`config.mk`:
```
export PLATFORM = sky130hd
export DESIGN_NAME = tmds_period_scheduler_flat
export DESIGN_NICKNAME = d
export VERILOG_FILES = /design/src/rtl/tmds_period_scheduler_if.sv /design/src/rtl/tmds_period_scheduler.sv /design/src/flat_wrapper.sv
export SDC_FILE = /design/constraint.sdc
export NUM_CORES = 1
export LEC_CHECK = 0
export CORE_ASPECT_RATIO = 0.7
export CORE_MARGIN = 5
export CORE_UTILIZATION = 45
export CTS_BUF_LIST = sky130_fd_sc_hd__clkbuf_16
export DETAILED_ROUTE_END_ITERATION = 7
export HOLD_SLACK_MARGIN = 0.15
export PLACE_DENSITY_LB_ADDON = 0.1
export SYNTH_ARGS = -nofsm -noshare
export SYNTH_HDL_FRONTEND = slang
export SYNTH_SLANG_ARGS = --single-unit
```
`constraint.sdc`:
```
create_clock -name clk -period 3.4 [get_ports clk]
set_input_delay 0.68 -clock clk [delete_from_list [all_inputs] [get_ports clk]]
set_output_delay 0.68 -clock clk [all_outputs]
set_load 0.03 [all_outputs]
```
`src/rtl/tmds_period_scheduler_if.sv`:
```
`default_nettype none
// ============================================================================
//  Module      : tmds_period_scheduler_if
//  Description : Bundle between the raster/TMDS period scheduler and its
//                consumers (TMDS encoders, pattern renderer).
//                  pix_en        - pixel strobe into the scheduler
//                  x_out/y_out   - current pixel column/line (12 bit)
//                  frame_start   - one-cycle pulse at (0,0)
//                  ctrl_or_video - 1 = video period, 0 = control
//                  ctl_ch0..2    - control_data_in for channels 0..2
//                  guard_band    - substitute video guard-band codes
//  Revision    : 1.0  initial release
// ============================================================================
interface tmds_period_scheduler_if;
    logic        pix_en;
    logic [11:0] x_out;
    logic [11:0] y_out;
    logic        frame_start;
    logic        ctrl_or_video;
    logic [1:0]  ctl_ch0;
    logic [1:0]  ctl_ch1;
    logic [1:0]  ctl_ch2;
    logic        guard_band;

    // master = the scheduler itself
    modport master (
        input  pix_en,
        output x_out, y_out, frame_start, ctrl_or_video,
        output ctl_ch0, ctl_ch1, ctl_ch2, guard_band
    );

    // slave = whoever consumes the timing
    modport slave (
        output pix_en,
        input  x_out, y_out, frame_start, ctrl_or_video,
        input  ctl_ch0, ctl_ch1, ctl_ch2, guard_band
    );
endinterface
`default_nettype wire

```
`src/rtl/tmds_period_scheduler.sv`:
```
`default_nettype none
// ============================================================================
//  Module      : tmds_period_scheduler
//  Description : Raster timing generator and TMDS period scheduler. Counts
//                pixels/lines and classifies each pixel clock as control,
//                preamble, video guard band or video period.
//  Ports       : clk  - pixel clock
//                rst  - synchronous reset, active-high
//                bus  - tmds_period_scheduler_if.master (pix_en in;
//                       x_out, y_out, frame_start, ctrl_or_video,
//                       ctl_ch0/1/2, guard_band out)
//  Config      : HDMI_GUARD_BAND_EN - when defined, emit HDMI data-island-free
//                preamble and video guard band ahead of each active line;
//                when undefined, plain DVI (control <-> video only).
//  Revision    : 1.0  initial release
// ============================================================================
module tmds_period_scheduler #(
    parameter int   H_ACTIVE  = 640,
    parameter int   H_FRONT   = 16,
    parameter int   H_SYNC    = 96,
    parameter int   H_BACK    = 48,
    parameter int   V_ACTIVE  = 480,
    parameter int   V_FRONT   = 10,
    parameter int   V_SYNC    = 2,
    parameter int   V_BACK    = 33,
    parameter logic HSYNC_POL = 1'b0,
    parameter logic VSYNC_POL = 1'b0
) (
    input  wire logic               clk,
    input  wire logic               rst,
    tmds_period_scheduler_if.master bus
);

    localparam int c_h_total = H_ACTIVE + H_FRONT + H_SYNC + H_BACK;
    localparam int c_v_total = V_ACTIVE + V_FRONT + V_SYNC + V_BACK;

    localparam logic [11:0] c_h_last     = 12'(c_h_total - 1);
    localparam logic [11:0] c_v_last     = 12'(c_v_total - 1);
    localparam logic [11:0] c_h_active   = 12'(H_ACTIVE);
    localparam logic [11:0] c_v_active   = 12'(V_ACTIVE);
    localparam logic [11:0] c_hs_first   = 12'(H_ACTIVE + H_FRONT);
    localparam logic [11:0] c_hs_last    = 12'(H_ACTIVE + H_FRONT + H_SYNC - 1);
    localparam logic [11:0] c_vs_first   = 12'(V_ACTIVE + V_FRONT);
    localparam logic [11:0] c_vs_last    = 12'(V_ACTIVE + V_FRONT + V_SYNC - 1);

    localparam logic [1:0] c_st_control  = 2'd0;
    localparam logic [1:0] c_st_video    = 2'd3;
`ifdef HDMI_GUARD_BAND_EN
    localparam logic [1:0] c_st_preamble = 2'd1;
    localparam logic [1:0] c_st_guard    = 2'd2;
    // Preamble is 8 pixels, guard band the last 2 pixels before active video
    localparam logic [11:0] c_h_pre      = 12'(c_h_total - 10);
    localparam logic [11:0] c_h_grd      = 12'(c_h_total - 2);
    localparam logic [11:0] c_v_act_last = 12'(V_ACTIVE - 1);
`endif

    // ------------------------------------------------------------------
    // Elaboration-time sanity checks
    // ------------------------------------------------------------------
    if (c_h_total > 4095) begin : g_h_total_chk
        $error("tmds_period_scheduler: H_TOTAL exceeds 12-bit counter range");
    end
    if (c_v_total > 4095) begin : g_v_total_chk
        $error("tmds_period_scheduler: V_TOTAL exceeds 12-bit counter range");
    end
`ifdef HDMI_GUARD_BAND_EN
    if (H_BACK < 10) begin : g_h_back_chk
        $error("tmds_period_scheduler: H_BACK must be >= 10 for preamble + guard band");
    end
`endif

    // ------------------------------------------------------------------
    // Position counters. The counters are the x/y outputs themselves; all
    // other outputs are registered from the decode of the *next* position so
    // that every output describes the same pixel in the same cycle.
    // ------------------------------------------------------------------
    logic [11:0] r_h;
    logic [11:0] r_v;
    logic [1:0]  r_state;
    logic        r_frame_start;
    logic        r_video;
    logic [1:0]  r_ctl0;

    logic [11:0] w_h_nxt;
    logic [11:0] w_v_nxt;
    logic [1:0]  w_state_nxt;
    logic        w_hsync;
    logic        w_vsync;
    logic        w_v_active;

    always_comb begin
        w_h_nxt = r_h + 12'd1;
        w_v_nxt = r_v;
        if (r_h == c_h_last) begin
            w_h_nxt = 12'd0;
            w_v_nxt = (r_v == c_v_last) ? 12'd0 : r_v + 12'd1;
        end
    end

    assign w_hsync    = ((w_h_nxt >= c_hs_first) && (w_h_nxt <= c_hs_last)) ? HSYNC_POL : ~HSYNC_POL;
    assign w_vsync    = ((w_v_nxt >= c_vs_first) && (w_v_nxt <= c_vs_last)) ? VSYNC_POL : ~VSYNC_POL;
    assign w_v_active = (w_v_nxt < c_v_active);

`ifdef HDMI_GUARD_BAND_EN
    // A preamble is only due when the line that follows carries video
    logic w_next_line_active;
    assign w_next_line_active = (w_v_nxt == c_v_last) || (w_v_nxt < c_v_act_last);
`endif

    // ------------------------------------------------------------------
    // Period FSM, stepped once per enabled pixel
    // ------------------------------------------------------------------
    always_comb begin
        w_state_nxt = r_state;
        case (r_state)
`ifdef HDMI_GUARD_BAND_EN
            c_st_control: begin
                if ((w_h_nxt == c_h_pre) && w_next_line_active)
                    w_state_nxt = c_st_preamble;
            end
            c_st_preamble: begin
                if (w_h_nxt == c_h_grd)
                    w_state_nxt = c_st_guard;
            end
            c_st_guard: begin
                if (w_h_nxt == 12'd0)
                    w_state_nxt = w_v_active ? c_st_video : c_st_control;
            end
`else
            c_st_control: begin
                if ((w_h_nxt == 12'd0) && w_v_active)
                    w_state_nxt = c_st_video;
            end
`endif
            c_st_video: begin
                if (w_h_nxt == c_h_active)
                    w_state_nxt = c_st_control;
            end
            default: w_state_nxt = c_st_control;
        endcase
    end

    always_ff @(posedge clk) begin
        if (rst) begin
            r_h           <= 12'd0;
            r_v           <= c_v_last;
            r_state       <= c_st_control;
            r_frame_start <= 1'b0;
            r_video       <= 1'b0;
            r_ctl0        <= {~VSYNC_POL, ~HSYNC_POL};
        end else if (bus.pix_en) begin
            r_h           <= w_h_nxt;
            r_v           <= w_v_nxt;
            r_state       <= w_state_nxt;
            r_frame_start <= (w_h_nxt == 12'd0) && (w_v_nxt == 12'd0);
            r_video       <= (w_state_nxt == c_st_video);
            r_ctl0        <= {w_vsync, w_hsync};
        end else begin
            // Held pixel: everything freezes except the start pulse
            r_frame_start <= 1'b0;
        end
    end

`ifdef HDMI_GUARD_BAND_EN
    logic       r_guard;
    logic [1:0] r_ctl1;

    always_ff @(posedge clk) begin
        if (rst) begin
            r_guard <= 1'b0;
            r_ctl1  <= 2'b00;
        end else if (bus.pix_en) begin
            r_guard <= (w_state_nxt == c_st_guard);
            // CTL0=1 during the video preamble
            r_ctl1  <= (w_state_nxt == c_st_preamble) ? 2'b01 : 2'b00;
        end
    end

    assign bus.guard_band = r_guard;
    assign bus.ctl_ch1    = r_ctl1;
`else
    assign bus.guard_band = 1'b0;
    assign bus.ctl_ch1    = 2'b00;
`endif

    // CTL3/CTL2 are zero in every period this scheduler produces
    assign bus.ctl_ch2       = 2'b00;
    assign bus.x_out         = r_h;
    assign bus.y_out         = r_v;
    assign bus.frame_start   = r_frame_start;
    assign bus.ctrl_or_video = r_video;
    assign bus.ctl_ch0       = r_ctl0;

endmodule
`default_nettype wire

```
`src/flat_wrapper.sv`:
```
// flat-port wrapper written by rule: the top's interface ports become plain ports
module tmds_period_scheduler_flat 
#(
    parameter int   H_ACTIVE  = 640,
    parameter int   H_FRONT   = 16,
    parameter int   H_SYNC    = 96,
    parameter int   H_BACK    = 48,
    parameter int   V_ACTIVE  = 480,
    parameter int   V_FRONT   = 10,
    parameter int   V_SYNC    = 2,
    parameter int   V_BACK    = 33,
    parameter logic HSYNC_POL = 1'b0,
    parameter logic VSYNC_POL = 1'b0
)
  (clk, rst, bus_pix_en, bus_x_out, bus_y_out, bus_frame_start, bus_ctrl_or_video, bus_ctl_ch0, bus_ctl_ch1, bus_ctl_ch2, bus_guard_band);
  tmds_period_scheduler_if bus_i ();
  input  wire logic clk;
  input  wire logic rst;
  input wire logic [$bits(bus_i.pix_en)-1:0] bus_pix_en;
  output wire logic [$bits(bus_i.x_out)-1:0] bus_x_out;
  output wire logic [$bits(bus_i.y_out)-1:0] bus_y_out;
  output wire logic [$bits(bus_i.frame_start)-1:0] bus_frame_start;
  output wire logic [$bits(bus_i.ctrl_or_video)-1:0] bus_ctrl_or_video;
  output wire logic [$bits(bus_i.ctl_ch0)-1:0] bus_ctl_ch0;
  output wire logic [$bits(bus_i.ctl_ch1)-1:0] bus_ctl_ch1;
  output wire logic [$bits(bus_i.ctl_ch2)-1:0] bus_ctl_ch2;
  output wire logic [$bits(bus_i.guard_band)-1:0] bus_guard_band;
  assign bus_i.pix_en = bus_pix_en;
  assign bus_x_out = bus_i.x_out;
  assign bus_y_out = bus_i.y_out;
  assign bus_frame_start = bus_i.frame_start;
  assign bus_ctrl_or_video = bus_i.ctrl_or_video;
  assign bus_ctl_ch0 = bus_i.ctl_ch0;
  assign bus_ctl_ch1 = bus_i.ctl_ch1;
  assign bus_ctl_ch2 = bus_i.ctl_ch2;
  assign bus_guard_band = bus_i.guard_band;
  tmds_period_scheduler #(.H_ACTIVE(H_ACTIVE), .H_FRONT(H_FRONT), .H_SYNC(H_SYNC), .H_BACK(H_BACK), .V_ACTIVE(V_ACTIVE), .V_FRONT(V_FRONT), .V_SYNC(V_SYNC), .V_BACK(V_BACK), .HSYNC_POL(HSYNC_POL), .VSYNC_POL(VSYNC_POL)) u_core (.clk(clk), .rst(rst), .bus(bus_i));
endmodule
```
## Word-level counts from Yosys, hierarchy flattened

Index checks and enable logic that the tools add are counted.
W data, S select, Z words.

| storage, ports and cells | value |
|---|---|
| logic and storage cells | 35 |
| input port bits | 3 |
| output and inout port bits | 33 |
| bits in registers | 30 |

| operators by class | value |
|---|---|
| $add $sub $neg | 2 |
| reduce and logical (&&, ||, !) cells | 8 |
| equal/unequal tests | 5 |
| multiplexer cells | 8 |
| order comparisons | 5 |
| bitwise operators | 1 |

Operators with widths:

| kind | number |
|---|---|
| $eq A12 B10 Y1 const B | 3 |
| $mux W12 | 3 |
| $add A12 B1 Y12 const B | 2 |
| $logic_not A12 Y1 | 2 |
| $ge A12 B10 Y1 const B | 1 |
| $ge A12 B9 Y1 const B | 1 |
| $le A12 B10 Y1 const B | 1 |
| $le A12 B9 Y1 const B | 1 |
| $lt A12 B9 Y1 const B | 1 |
| $eq A2 B2 Y1 const B | 2 |
| $logic_and A1 B1 Y1 | 4 |
| $mux W2 | 2 |
| $pmux W2 S2 | 1 |
| $logic_not A2 Y1 | 1 |
| $mux W1 | 2 |
| $reduce_or A2 Y1 | 1 |
| $not A1 Y1 | 1 |

## Longest topological paths before layout

Gate-level depths: netlist of the first run.

| logic depth | value |
|---|---|
| word-level depth | 8 |
| depth in mapped cells | 9 |
| mapped depth without buffers | 9 |

## Worst setup path after synthesis of the first run

No wires, ideal clock.

| path | value |
|---|---|
| kind | reg-to-reg |
| start point | register u_core.r_h[0] (netlist: u_core.bus.x_out[0]) |
| end point | register u_core.r_ctl0[1] (netlist: u_core.bus.ctl_ch0[1]) |
| data required time | 3.280 ns |
| period minus slack after synthesis | 2.884 ns |
| data arrival time | 2.764 ns |
| library setup time | 0.120 ns |
| buffers on the path | 0 |
| setup slack | 0.516 ns |
| stages on the path, launching flop included | 9 |
| cell sequence | dfxtp_1 > ha_1 > nand3_1 > or4_4 > or4_1 > a2bb2oi_2 > o21a_1 > a41oi_1 > or2_1 |

| on the way | value |
|---|---|
| cells in the longest elaborated chain, start to end | 5 |
| elaborated cells between the ends (all ways) | 6 |
| classes of those cells | 2 x order compare; 1 x eq/ne; 2 x mux; 1 x reduce/logical |

RTL lines:

| item | RTL line | text |
|---|---|---|
| from (decl) | tmds_period_scheduler.sv:77 | `logic [11:0] r_h;` |
| from (signal assigned) | tmds_period_scheduler.sv:152 | `r_h <= w_h_nxt;` |
| $eq A12 B10 Y1 * | tmds_period_scheduler.sv:94 | `if (r_h == c_h_last) begin` |
| $mux W12 * | tmds_period_scheduler.sv:94 |  |
| $ge A12 B9 Y1 / $le A12 B9 Y1 (equally long branches) | tmds_period_scheduler.sv:101 | `assign w_vsync = ((w_v_nxt >= c_vs_first) && (w_v_nxt <= c_vs_last)) ? VSYNC_POL : ~VSYNC_POL;` |
| $logic_and A1 B1 Y1 * | tmds_period_scheduler.sv:101 |  |
| $mux W1 * | tmds_period_scheduler.sv:101 |  |
| to (signal assigned) | tmds_period_scheduler.sv:150 | `r_ctl0 <= {~VSYNC_POL, ~HSYNC_POL};` |
| to (signal assigned) | tmds_period_scheduler.sv:157 | `r_ctl0 <= {w_vsync, w_hsync};` |
| to (decl) | tmds_period_scheduler.sv:82 | `logic [1:0] r_ctl0;` |

Mark *: on every way between the ends. The rest lies on a longest branch, timed or not.
A chain may end at the register's enable or synchronous reset.

## Final worst setup path of the first run

Same ends and word-level chain as after synthesis.

==> run_results.csv, run 1 <==
group,metric,value,unit
global_routing,grt-ovfl-total,0,
final_layout,areaGrowthSynthToFinish,20.53,%
final_layout,multi_input_area,0.001404,mm^2
yosys,synthDistinctLibCells,58,
clocking,tritoncts,"built",
placed_design,portBuffers,30,
worst_setup_path,cp.arrival,3160,ps
final_layout,antenna_cells,0,
power_and_ir_drop,total_leakage_power,0.0009000,uW
global_routing,grt_pass1_wl,9.453,mm
power_and_ir_drop,total_power,855.0,uW
power_and_ir_drop,p_per_area,328.8,mW/mm^2
floorplan,core-area,0.004703,mm^2
final_layout,drive_gt1_share,7.843,%
final_layout,fillers,452,
timing,timing.hold.ws,522.3,ps
yosys,yosysWarningCount,0,
placed_design,place_hpwl,4.197,mm
timing,setup_viol,0,
yosys,synth_top_area_share,27.84,%
yosys,synth-edff-count,0,
detailed_routing,routedWlPerCell,15.83,um
clocking,cts.repair.resized,0,
timing,period_minus_slack,2995,ps
floorplan,rows,21,
global_routing,grt_use_total,19.29,%
placed_design,place_area,0.002462,mm^2
clocking,cts-htree-levels,2,
worst_setup_path,crit_path_max_incr_delay,650,ps
global_routing,grt_start_max_net_pins,20,
clocking,cts_buffers,5,
final_layout,seq_area,600.6,um^2
min_path,min_from,"u_core.r_state[0]",
timing,fmax,333.9,MHz
floorplan,start_util,45.86,%
yosys,async_reset_ff_share,0,%
floorplan,die_y,67.93,um
worst_setup_path,cp_data_required_time,3560,ps
floorplan,io_pins,36,
detailed_routing,dr.pass1.iters,4,
power_and_ir_drop,ir_worst_vdd,0.0002435,V
worst_setup_path,startpoint_type,"flip-flop",
clocking,clk_latency,280,ps
worst_setup_path,crit_buf_inv,0,
worst_setup_path,critPathMaxFanout,13,
timing,hold_viol_final,0,
global_routing,grt_pass1_vias,1806,
yosys,syn_area,0.002157,mm^2
final_layout,design_area,0.002600,mm^2
worst_setup_path,rr_startpoint,"u_core.bus.x_out[0]",
yosys,synthCells,283,
worst_setup_path,crit_start,"u_core.bus.x_out[0]",
worst_setup_path,end_kind,"flip-flop",
placed_design,gp_congestion,0.9076,
yosys,avgSynthCellArea,7.622,um^2
detailed_routing,detail_route.vias_per_cell,5.741,
yosys,ys_ff_latch,30,
clocking,cts_buffer_depth,2,
clocking,hold_buffers,0,
min_path,hold_path_class,"flip-flop to flip-flop",
worst_setup_path,critPathKind,"flip-flop to flip-flop",
worst_setup_path,crit_chain,"ha_1 -> nand3_1 -> or4_4 -> or4_1 -> a2bb2oi_2 -> o21a_1 -> a41oi_1 -> or2_1",
yosys,yosys.area.top_type,"dfxtp_1",
timing,tightest_slew,658.9,ps
detailed_routing,antenna_left,0,
timing,clock_skew,8.913,ps
timing,period_share,88.08,%
status,outcome,"complete, no violations",
yosys,synth.area.top_cells,"dfxtp_1, nor2_1, nand2_1, xnor2_1, ha_1",
yosys,synth_common_cells,"nor2_1, dfxtp_1, nand2_1",
detailed_routing,routed_wl,5.745,mm
run,maxCapViolations,0,
timing,slew_viol_final,0,
timing,tns,0,ps
clocking,clock-sinks,30,
worst_setup_path,path_delay_family,"simple AND/OR/NAND/NOR gates",
clocking,clock-root-buffer,"clkbuf_16",
worst_setup_path,crit_slowest_cell,"or4_4",
final_layout,fin_nets,314,
detailed_routing,drt-initial-drc-count,216,
yosys,synth_top_flop_cell,"dfxtp_1",
clocking,clk_pin_slew,50,ps
yosys,synth.most_common_cell,"nor2_1",
detailed_routing,drc,0,
yosys,seq_area_frac_synth,27.84,%
detailed_routing,vias,2084,
timing,timing.slew.headroom,55.94,%
global_routing,antenna_found_initial,0,
timing,rsz0062_at_grt,"no",
clocking,cts_setup_buffers,0,
floorplan,fp.dieW,92.75,um
floorplan,dieArea,0.006300,mm^2
## state kept, by name (all words and copies together) (netlist names)
| name | cells |
|---|---|
| u_core.bus.y_out | 12 |
| u_core.bus.x_out | 12 |
| u_core.bus.frame_start | 1 |
| u_core.bus.ctrl_or_video | 1 |
| u_core.r_state | 2 |
| u_core.bus.ctl_ch0 | 2 |
## worst min-delay path: stages (launching register included)
cell and delay (ps):
dfxtp_1 330, inv_1 80, a211oi_1 70
## metrics by stage
stage / cells / setup WS [ps] / utilization (%)
floorplan: 287 / 515.5 / -
global placement: 355 / 521.5 / 52.35
detailed placement: 355 / 429.7 / 52.35
CTS: 363 / 409.1 / 55.28
global route: 363 / 160.3 / 55.28
finish: 363 / 405.3 / 55.28
## cells in the final DEF (no fill, tap or decap), types with 4 or more instances in the layout
| cell type | count |
|---|---|
| conb_1 | 5 |
| nor3_1 | 13 |
| a31oi_1 | 5 |
| a211oi_1 | 6 |
| and4_1 | 5 |
| a21oi_1 | 13 |
| inv_1 | 8 |
| xor2_1 | 7 |
| nor2_1 | 31 |
| dfxtp_1 | 30 |
| nand4_1 | 8 |
| nand2_1 | 25 |
| clkdlybuf4s50_1 | 30 |
| a211o_1 | 4 |
| buf_4 | 8 |
| xnor2_1 | 10 |
| and3_1 | 5 |
| ha_1 | 6 |
| o21ai_0 | 13 |
| nand3_1 | 10 |
| nand4b_1 | 5 |
| clkbuf_16 | 5 |
## area by class of cell
type / instances / area share, %
Multi-Input combinational cell: 223 / 53.99
Inverter: 7 / 1.011
Timing Repair Buffer: 38 / 13.86
Clock buffer: 5 / 4.812
Sequential cell: 30 / 23.10
Clock inverter: 3 / 0.4812
Tap cell: 57 / 2.743
## metal layers
metal	global-route usage, %	wire (um)	up-vias
li1	-	-	1077
met1	29.88	3105	936
met2	24.93	2221	64
met3	4.725	375	7
met4	6.947	43	0
met5	0	0	-
## worst paths after layout
kind	end	slack, ps	cells after the start
setup / recovery	u_core.bus.ctl_ch0[1]	410	8
hold / removal	u_core.r_state[0]	520	2
hold reg to reg	u_core.r_state[0]	520	2
setup reg to reg	u_core.bus.ctl_ch0[1]	410	8
## kinds of logic (layout without fill, tap and decap cells)
group           Yosys count  count (layout)  synth area share, %
simple gates            133             133                34.40
compound gates           61              61                18.97
buf+inv                  34              53                7.773
flops                    30              30                27.84
xor+xnor                 17              17                6.902
fa+ha+maj                 6               6                3.480
other cells               1               5               0.1738
mux                       1               1               0.4641
## power by group
part | leakage (uW) | switching [uW] | internal (uW)
Clock | 0.0000724 | 153 | 263
Combinational | 0.000585 | 46.7 | 26.6
Sequential | 0.000243 | 8.58 | 357
(Power assumes the default switching activity.)
==> inputs of run 2 (changes only) <==
==> constraint.sdc (replaced) <==
create_clock -name clk -period 3.2 [get_ports clk]
set_input_delay 0.64 -clock clk [delete_from_list [all_inputs] [get_ports clk]]
set_output_delay 0.64 -clock clk [all_outputs]
set_load 0.03 [all_outputs]
==> run_results.csv, run 2 (synthesis gave the netlist of run 1 again) <==
group,metric,value,unit
worst_setup_path,rr_startpoint,"u_core.bus.x_out[1]",
floorplan,start_util,45.86,%
floorplan,fp.dieW,92.75,um
global_routing,grt_pass1_wl,9.735,mm
worst_setup_path,critPathKind,"flip-flop to flip-flop",
final_layout,final_cell_mix,"nor2_1, clkdlybuf4s50_1, dfxtp_1",
final_layout,fin_nets,318,
run,maxCapViolations,0,
global_routing,grt-ovfl-total,0,
worst_setup_path,reg2regPathDepth,8,
final_layout,mostFrequentLayoutCell,"nor2_1",
detailed_routing,drt-initial-drc-count,206,
timing,period_minus_slack,2941,ps
detailed_routing,antenna_left,0,
worst_setup_path,end_kind,"flip-flop",
timing,fmax,340.0,MHz
placed_design,place_hpwl,4.113,mm
global_routing,grt_start_max_net_pins,30,
worst_setup_path,r2r-end,"u_core.bus.ctl_ch0[1]",
detailed_routing,wirelength_met1,3.181,mm
clocking,cts-htree-levels,2,
status,outcome,"complete, no violations",
clocking,clock-sinks,30,
timing,timing.slew.headroom,65.55,%
worst_setup_path,crit_slowest_cell,"or4_4",
clocking,clk_latency,270,ps
worst_setup_path,startpoint_type,"flip-flop",
clocking,hold_buffers,0,
global_routing,antenna_found_initial,0,
detailed_routing,dr.pass1.iters,4,
worst_setup_path,crit_start,"u_core.bus.x_out[1]",
clocking,cts_setup_buffers,0,
worst_setup_path,cp.arrival,3090,ps
power_and_ir_drop,ir_worst_vdd,0.0002271,V
floorplan,core-area,0.004703,mm^2
worst_setup_path,path_delay_family,"simple AND/OR/NAND/NOR gates",
worst_setup_path,crit_path_max_incr_delay,650,ps
timing,rsz0062_at_grt,"no",
min_path,hold_path_class,"flip-flop to flip-flop",
detailed_routing,drc,0,
power_and_ir_drop,total_leakage_power,0.0009140,uW
worst_setup_path,cp_data_required_time,3350,ps
timing,period_share,91.92,%
timing,setup_viol,0,
detailed_routing,highest_layer,"met4",
worst_setup_path,crit_chain,"ha_2 -> nand3_1 -> or4_4 -> or4_1 -> a2bb2oi_2 -> o21a_1 -> a41oi_1 -> or2_1",
clocking,clock-root-buffer,"clkbuf_16",
worst_setup_path,critPathMaxFanout,13,
global_routing,grt_use_total,19.41,%
placed_design,portBuffers,30,
floorplan,rows,21,
detailed_routing,detail_route.vias_per_cell,5.782,
power_and_ir_drop,p_per_area,341.7,mW/mm^2
global_routing,grt_pass1_vias,1846,
detailed_routing,vias,2122,
timing,tns,0,ps
detailed_routing,met2_length,2.181,mm
worst_setup_path,worstSetupEndpoint,"u_core.bus.ctl_ch0[1]",
final_layout,fin_util,55.95,%
clocking,clk_pin_slew,50,ps
clocking,tritoncts,"built",
worst_setup_path,crit_buf_inv,0,
floorplan,dieArea,0.006300,mm^2
detailed_routing,routed_wl,5.702,mm
timing,tightest_slew,515.2,ps
timing,clock_skew,6.307,ps
detailed_routing,wl_met3,314,um
timing,hold_viol_final,0,
final_layout,areaGrowthSynthToFinish,21.98,%
floorplan,die_y,67.93,um
floorplan,io_pins,36,
detailed_routing,routedWlPerCell,15.54,um
power_and_ir_drop,total_power,899.0,uW
clocking,cts_buffer_depth,2,
worst_setup_path,path_depth,8,
placed_design,gp_congestion,0.8649,
worst_setup_path,rrSetupSlack,260,ps
timing,slew_viol_final,0,
final_layout,drive_gt1_share,9.032,%
final_layout,antenna_cells,0,
clocking,cts_buffers,5,
## run 2: cell types whose count changed in the layout (fill, tap and decap cells not counted)
cell / previous run / this run
buf_4: 8 / 12
clkinv_1: 1 / 3
clkinv_2: 1 / 0
ha_1: 6 / 5
ha_2: 0 / 1
inv_1: 8 / 7
## run 2: timing repair
item | CTS | global route
endpoints found under the setup margin | 0 | 1
hold endpoints to repair | 0 | 0
resized for setup | 0 | 1
## run 2: cell type report
type | instances | area, um^2
Fill cell | 440 | 2072
Multi-Input combinational cell | 223 | 1406
Sequential cell | 30 | 600.6
Timing Repair Buffer | 42 | 390.4
Clock buffer | 5 | 125.1
Tap cell | 57 | 71.32
Inverter | 7 | 26.28
Clock inverter | 3 | 11.26
## run 2: layer usage
metal	GRT usage [%]	up-vias
met5	0	-
met3	4.505	2
met2	25.20	67
met1	31.31	977
met4	3.839	0
li1	-	1076
## run 2: worst min path at each step
stage | start | end | cells past startpoint | slack [ps]
CTS | u_core.r_state[0] | u_core.r_state[0] | 2 | 540
global placement | u_core.r_state[0] | u_core.r_state[0] | 2 | 500
floorplan | u_core.r_state[0] | u_core.r_state[0] | 2 | 470
detailed placement | u_core.r_state[0] | u_core.r_state[0] | 2 | 530
finish | u_core.r_state[0] | u_core.r_state[0] | 2 | 540
global route | u_core.bus.x_out[10] | u_core.bus.x_out[10] | 2 | 590
## run 2: where the power goes
part | switching [uW] | total [uW] | internal, uW
Sequential | 8.97 | 388 | 379
Combinational | 49.3 | 76.9 | 27.6
Clock | 155 | 434 | 279
## run 2: stage by stage
stage / cell area, um^2 / hold slack, ps / setup WS (ps) / std cells
detailed placement: 2492 / 527.6 / 219.2 / 359
floorplan: 2172 / 472.4 / 315.5 / 287
global route: 2631 / 590.0 / 1.544 / 367
finish: 2631 / 535.3 / 258.6 / 367
CTS: 2629 / 535.3 / 219.1 / 367
global placement: 2492 / 497.1 / 333.3 / 359
## run 2: worst min-delay path: stages (launching register included)
cell and delay, ps:
dfxtp_1 320, inv_1 80, a211oi_1 80
